## src/rtl/serial_cmd_initiator.sv

```systemverilog
// UART command initiator: sends opcode (+ optional argument), collects a sized response as bytes and LE words.
// Byte/word outputs lag rxReady by one cycle; transmit stalls while txBusy is high, receive aborts after TIMEOUT_CYCLES idle.
module serial_cmd_initiator #(
  parameter int TIMEOUT_CYCLES = 5000000,
  parameter int MAX_RESP       = 136
) (
  input  logic        clk,
  input  logic        reset,
  input  logic        start,
  input  logic [7:0]  cmd_byte,
  input  logic [7:0]  arg_byte,
  input  logic        has_arg,
  input  logic [7:0]  resp_len,
  input  logic        txBusy,
  output logic        txStart,
  output logic [7:0]  txData,
  input  logic        rxReady,
  input  logic [7:0]  rxData,
  output logic        byte_valid,
  output logic [7:0]  byte_data,
  output logic [7:0]  byte_index,
  output logic        word_valid,
  output logic [31:0] word_data,
  output logic [5:0]  word_index,
  output logic        busy,
  output logic        done,
  output logic        timeout,
  output logic [7:0]  stray_count
);

  localparam int         TW         = $clog2(TIMEOUT_CYCLES + 1);
  localparam logic [7:0] MAX_RESP_B = 8'(MAX_RESP);

  typedef enum logic [2:0] {
    IDLE,
    TX_CMD,
    TX_CMD_GAP,
    TX_ARG,
    TX_ARG_GAP,
    RECV,
    FINISH
  } state_t;

  state_t          r_state;
  state_t          w_next;

  logic [7:0]      r_cmd;
  logic [7:0]      r_arg;
  logic            r_has_arg;
  logic [7:0]      r_resp_len;
  logic [7:0]      r_rx_cnt;
  logic [TW-1:0]   r_to_cnt;
  logic [31:0]     r_word_acc;
  logic            r_byte_valid;
  logic [7:0]      r_byte_data;
  logic [7:0]      r_byte_index;
  logic            r_word_valid;
  logic [31:0]     r_word_data;
  logic [5:0]      r_word_index;
  logic            r_timeout;
  logic [7:0]      r_stray;

  logic            w_accept;
  logic            w_tx_start;
  logic [7:0]      w_tx_data;
  logic            w_rx_take;
  logic            w_expire;
  logic            w_remaining_zero;
  logic            w_to_limit;

  assign w_remaining_zero = (r_rx_cnt == r_resp_len);
  assign w_to_limit       = (r_to_cnt == TW'(TIMEOUT_CYCLES - 1));

  always_ff @(posedge clk) begin
    if (reset) begin
      r_state <= IDLE;
    end else begin
      r_state <= w_next;
    end
  end

  always_comb begin
    w_next     = r_state;
    w_accept   = 1'b0;
    w_tx_start = 1'b0;
    w_tx_data  = 8'd0;
    w_rx_take  = 1'b0;
    w_expire   = 1'b0;
    case (r_state)
      IDLE: begin
        if (start) begin
          w_accept = 1'b1;
          w_next   = TX_CMD;
        end
      end
      TX_CMD: begin
        if (!txBusy) begin
          w_tx_start = 1'b1;
          w_tx_data  = r_cmd;
          w_next     = TX_CMD_GAP;
        end
      end
      // One blind cycle lets the UART raise txBusy before we look at it again.
      TX_CMD_GAP: w_next = r_has_arg ? TX_ARG : RECV;
      TX_ARG: begin
        if (!txBusy) begin
          w_tx_start = 1'b1;
          w_tx_data  = r_arg;
          w_next     = TX_ARG_GAP;
        end
      end
      TX_ARG_GAP: w_next = RECV;
      RECV: begin
        // A byte arriving on the expiry cycle wins over the timeout.
        if (rxReady && !w_remaining_zero) begin
          w_rx_take = 1'b1;
          if (r_rx_cnt == r_resp_len - 8'd1) begin
            w_next = FINISH;
          end
        end else if (w_remaining_zero && !txBusy) begin
          w_next = FINISH;
        end else if (w_to_limit) begin
          w_expire = 1'b1;
          w_next   = IDLE;
        end
      end
      FINISH: w_next = IDLE;
      default: w_next = IDLE;
    endcase
  end

  always_ff @(posedge clk) begin
    if (reset) begin
      r_cmd        <= 8'd0;
      r_arg        <= 8'd0;
      r_has_arg    <= 1'b0;
      r_resp_len   <= 8'd0;
      r_rx_cnt     <= 8'd0;
      r_to_cnt     <= '0;
      r_word_acc   <= 32'd0;
      r_byte_valid <= 1'b0;
      r_byte_data  <= 8'd0;
      r_byte_index <= 8'd0;
      r_word_valid <= 1'b0;
      r_word_data  <= 32'd0;
      r_word_index <= 6'd0;
      r_timeout    <= 1'b0;
      r_stray      <= 8'd0;
    end else begin
      r_byte_valid <= 1'b0;
      r_word_valid <= 1'b0;
      r_timeout    <= w_expire;

      if (w_accept) begin
        r_cmd      <= cmd_byte;
        r_arg      <= arg_byte;
        r_has_arg  <= has_arg;
        r_resp_len <= (resp_len > MAX_RESP_B) ? MAX_RESP_B : resp_len;
        r_rx_cnt   <= 8'd0;
        r_word_acc <= 32'd0;
      end

      if (r_state != RECV || w_rx_take) begin
        r_to_cnt <= '0;
      end else if (!w_to_limit) begin
        r_to_cnt <= r_to_cnt + TW'(1);
      end

      if (w_rx_take) begin
        r_byte_valid <= 1'b1;
        r_byte_data  <= rxData;
        r_byte_index <= r_rx_cnt;
        r_rx_cnt     <= r_rx_cnt + 8'd1;
        r_word_acc[{r_rx_cnt[1:0], 3'b000} +: 8] <= rxData;
        if (r_rx_cnt[1:0] == 2'd3) begin
          r_word_valid <= 1'b1;
          r_word_data  <= {rxData, r_word_acc[23:0]};
          r_word_index <= r_rx_cnt[7:2];
        end
      end

      if (w_expire) begin
        r_word_acc <= 32'd0;
      end

      if (rxReady && r_state != RECV && r_stray != 8'hFF) begin
        r_stray <= r_stray + 8'd1;
      end
    end
  end

  assign txStart     = w_tx_start;
  assign txData      = w_tx_data;
  assign byte_valid  = r_byte_valid;
  assign byte_data   = r_byte_data;
  assign byte_index  = r_byte_index;
  assign word_valid  = r_word_valid;
  assign word_data   = r_word_data;
  assign word_index  = r_word_index;
  // Held through the timeout pulse cycle even though the FSM is already back in IDLE.
  assign busy        = (r_state != IDLE) || r_timeout;
  assign done        = (r_state == FINISH);
  assign timeout     = r_timeout;
  assign stray_count = r_stray;

endmodule

```

## config.mk

```make
export PLATFORM = sky130hd
export DESIGN_NAME = serial_cmd_initiator
export DESIGN_NICKNAME = d
export VERILOG_FILES = /design/src/rtl/serial_cmd_initiator.sv
export SDC_FILE = /design/constraint.sdc
export NUM_CORES = 1
export LEC_CHECK = 0
export CAP_MARGIN = 20
export CORE_ASPECT_RATIO = 0.75
export CORE_MARGIN = 5
export CORE_UTILIZATION = 56
export CTS_BUF_LIST = sky130_fd_sc_hd__clkbuf_16
export DETAILED_ROUTE_END_ITERATION = 16
export PLACE_DENSITY = 0.85
export SLEW_MARGIN = 30
export SYNTH_ARGS = -nofsm -noshare
export SYNTH_HDL_FRONTEND = slang
export SYNTH_SLANG_ARGS = --single-unit
```

## constraint.sdc

```tcl
create_clock -name clk -period 5.7 [get_ports clk]
set_input_delay 1.14 -clock clk [delete_from_list [all_inputs] [get_ports clk]]
set_output_delay 1.14 -clock clk [all_outputs]
set_load 0.01 [all_outputs]
```

* Word level (Yosys, flattened, before mapping) *
Index checks and enable logic that the tools add are counted.

word-level totals
  input bits = 38
  logic and storage cells = 90
  bits in registers = 156
  output and inout port bits = 76

operators by class
  reductions and logical operators = 17
  shift-type cells = 2
  muxes and demuxes = 31
  magnitude comparators = 1
  bitwise logic cells = 1
  $add $sub $neg = 5
  eq/ne operators = 17

operator list
  cell                                                  count
  two-way mux 32 bit                                    3
  two-way mux 8 bit                                     5
  bitwise mux 32 bit                                    1
  variable shift 8 x 7 -> 32 bit, first input constant  1
  variable part select 8 x 7 -> 32 bit                  1
  two-way mux 3 bit                                     8
  adder 23 x 1 -> 23 bit, second input constant         1
  == test 23 bit, second input constant                 1
  case mux 3 bit (6 select lines)                       1
  adder 8 x 1 -> 8 bit, second input constant           2
  == test 8 bit                                         2
  case mux 8 bit (2 select lines)                       1
  two-way mux 1 bit                                     12
  == test 3 bit, second input constant                  3
  greater-than comparator 8 bit, second input constant  1
  inequality test 8 bit, second input constant          1
  OR reduction 2 bit                                    4
  subtractor 8 x 1 -> 8 bit, second input constant      1
  negator 5 -> 7 bit                                    1
  == test 3 x 2 -> 1 bit, second input constant         2
  inequality test 2 bit, second input constant          3
  inequality test 3 bit, second input constant          2
  AND reduction 5 bit                                   1
  logical AND 1 bit                                     4
  10 further kinds                                      12

* Depth between registers and ports, before layout *
  depth after elaboration = 7
  depth in mapped cells = 10
  depth with buffers taken out = 8

* Worst setup path after synthesis *
No wires, ideal clock.

  path kind = input port to output port
  start point = input txBusy
  end point = output txData[0]
  setup slack = 2749 ps
  required time = 4560 ps
  buffers on the path = 1
  stages on the path = 3
  arrival = 1811 ps
  path through = or3_1 > clkbuf_1 > nor2_1

between the ends
  word-level cells in the longest chain between the ends = 2
  elaborated cells on any way between the ends = 3
  those cells by class = mux (3)

RTL lines
  what                                  RTL line  RTL
  start: declaration                    14        input logic txBusy,
  two-way mux 8 bit (on tied branches)  106, 97
  case mux 8 bit (2 select lines) (*)   89        case (r_state)
  end: declaration                      16        output logic [7:0] txData,

Mark *: on every way between the ends. The rest lies on a longest branch, timed or not.

* Final worst setup path *
  start point = input txBusy
  end point = output txData[6]

The elaborated chain is that of the path after synthesis.

==> flow_summary.toml <==
[die]
io_pins = 114
rows = 33
die_h_um = 101
dieArea_um2 = 13200
core_um2 = 10900
initial_core_util_pct = 56.7
dieWidth_um = 131

[timing]
fmax_mhz = 254
relSlewSlack_pct = 38.7
finalMaxSlewViolations = 0
fin_crit_sh_pct = 69.0
fin_worst_skew_ns = 0.00730
rsz0062_at_grt = "no"
fin_setup_tns_ns = 0
timing.hold.ws_ns = 0.453
fin_ws_ns = 1.77
tightestPinTransition_ns = 0.917
finalSetupViolations = 0
hold_violations = 0
period_needed_ns = 3.93

[cells_and_area]
diodes = 0
final_common_cell = "nand2_1"
drive_gt1_share_pct = 5.97
nets = 887
syn_to_final_growth_pct = 28.1
layout_common_cells = "nand2_1 (167), dfxtp_1 (148), clkdlybuf4s50_1 (112)"

[clock_tree]
cts_sinks = 148
htreeDepth = 4
path_clk_slew_ns = 0.06
cts_tree = "built"
clock_path_buffers = 2
post_cts_buffers = 0
post_cts_resized = 0
holdBufCountCts = 0
clk_latency_ns = 0.42
cts_inserted_buffers = 17
cts-root-buf = "clkbuf_16"

[route]
vias_per_cell = 5.74
drc = 0
drt_iter0_markers = 635
wirelength_um = 16600
wl_per_cell_um = 16.7
num_vias = 5701
drtPass1Iterations = 7
drtAntennaViolNets = 0

[critical_path]
crit_path_top_delay_cell = "clkdlybuf4s50_1"
arrival_ns = 2.79
startpoint_type = "input port"
critPathMaxStageDelay_ns = 0.56
cp_data_required_time_ns = 4.56
path_max_fanout = 9
crit_buf_inv = 2
crit_path_frequent_cell = "clkdlybuf4s50_1"
path_delay_family = "buffers and inverters"
crit_chain = "clkdlybuf4s50_1 -> or3_1 -> nor2_1 -> clkdlybuf4s50_1"
crit_type = "in2out"
cp-end-kind = "output port"

[global_routing]
grt_pass1_wl_um = 26800
grt_overflow = 0
grt.total_usage_pct = 24.6
antenna_found_initial = 0
grt_pass1_vias = 5500
grt_max_degree = 101

[synthesis]
synthesis.area_um2 = 6160
synth_edf_count = 0
synth_area_leader_cell = "dfxtp_1"
synth_top_area_share_pct = 48.1
synthTopCellsByArea = "dfxtp_1 (48%), nand2_1 (10%), a21oi_1 (7.5%), nor2_1 (5.1%), a22oi_1 (3.3%)"
yosysSeqAreaShare_pct = 48.1
synth_warnings = 0
synthArstFlopShare_pct = 0
synth_fp_nets = 797
ys_seq_elements = 148
synthCells = 751
synth.avg_cell_area_um2 = 8.20
ys.flop_type = "dfxtp_1"
yosysUniqueCellTypes = 50

[power_and_ir_drop]
p_per_area_nw_per_um2 = 340
power.total_mw = 2.68
irDropWorstVdd_v = 0.000244
leakagePower_nw = 2.69

[placement]
numPortBuffers = 113
place.gp.congestion = 0.865
post-place-ws_ns = 1.79
dpl.hpwl_um = 11000

[hold_path]
hold_path.class = "reg2reg"

[job]
cap_violations = 0

[outcome]
status = "complete, no violations"
[final cells by class]
class / instances / area, um2
multi-input cells: 543 / 2950
flip-flops and latches: 148 / 2960
well taps: 140 / 175
repair buffers: 119 / 1170
fillers: 774 / 2970
clock inverters: 15 / 161
inverters: 12 / 45.0
clock buffers: 17 / 425
[cell usage after synthesis (all sizes together), types with 2 or more instances]
cell	number
a21oi	92
a221oi	2
a22oi	27
and2	4
and3	8
and3b	2
and4	3
buf	16
clkbuf	32
dfxtp	148
ha	8
inv	12
mux2	2
mux2i	10
nand2	167
nand3	16
nand3b	6
nand4	15
nor2	84
nor2b	4
nor3	12
nor4	6
o2111ai	2
o211a	2
o21a	2
o21ai	10
o31a	2
or3	7
or4	2
xnor2	22
xor2	16
[per-layer routing]
metal | routed length [um] | share of wire [%] | up-vias | track usage (%)
li1 | - | - | 2718 | -
met5 | 0 | 0 | - | 0
met1 | 7240 | 44 | 2723 | 31.8
met4 | 227 | 1.4 | 0 | 7.91
met2 | 7860 | 47 | 235 | 40.5
met3 | 1250 | 7.5 | 25 | 6.44
[sequential cells by signal (all words and copies together) (netlist names), 3 cells and up]
register,flops
r_to_cnt,23
r_cmd,8
r_arg,8
stray_count,8
byte_data,8
byte_index,8
r_state,3
r_resp_len,8
word_index,6
r_word_acc,24
r_rx_cnt,8
word_data,32
[report_power, final]
group          internal [mW]  switching, mW  leakage (nW)
Combinational          0.178          0.249          1.21
Clock                  0.682          0.426         0.292
Sequential              1.08         0.0619          1.20
[through the flow]
step	area, um2	util, %	cells
6_report	7890	72.7	994
5_1_grt	7890	72.7	994
4_1_cts	7890	72.6	994
3_5_place_dp	7300	67.2	962
3_3_place_gp	7300	67.2	962
2_1_floorplan	6160	-	751
[cells by family (layout without fill, tap and decap cells)]
family | after synthesis | in the layout | share of synthesized area (%)
buffers and inverters | 60 | 163 | 4.33
and+or+nand+nor | 340 | 340 | 24.7
muxes | 12 | 12 | 1.99
xor gates and xnor gates | 38 | 38 | 5.40
DFF | 148 | 148 | 48.1
AOI/OAI and AO/OA | 145 | 145 | 13.9
adders and majority gates | 8 | 8 | 1.63
[worst register-to-register path: cells and delay by family, from the launching register on]
kind / cells / cell delay [ns]
AO/OA/AOI/OAI: 2 / 0.70
flip-flops: 1 / 0.54
AND/OR/NAND/NOR: 4 / 1.53
[path summary, 6_finish.rpt]
kind                              startpoint                         end  slack (ns)  cells past startpoint
setup / recovery                      txBusy                   txData[6]        1.77                      4
hold / removal    word_data[24]$_SDFFE_PP0P_  word_data[24]$_SDFFE_PP0P_        0.45                      2
setup reg to reg     r_state[1]$_SDFFE_PP0P_   r_word_acc[16]$_SDFF_PP0_        2.85                      6
hold reg to reg   word_data[24]$_SDFFE_PP0P_  word_data[24]$_SDFFE_PP0P_        0.45                      2
(Power assumes the default switching activity.)
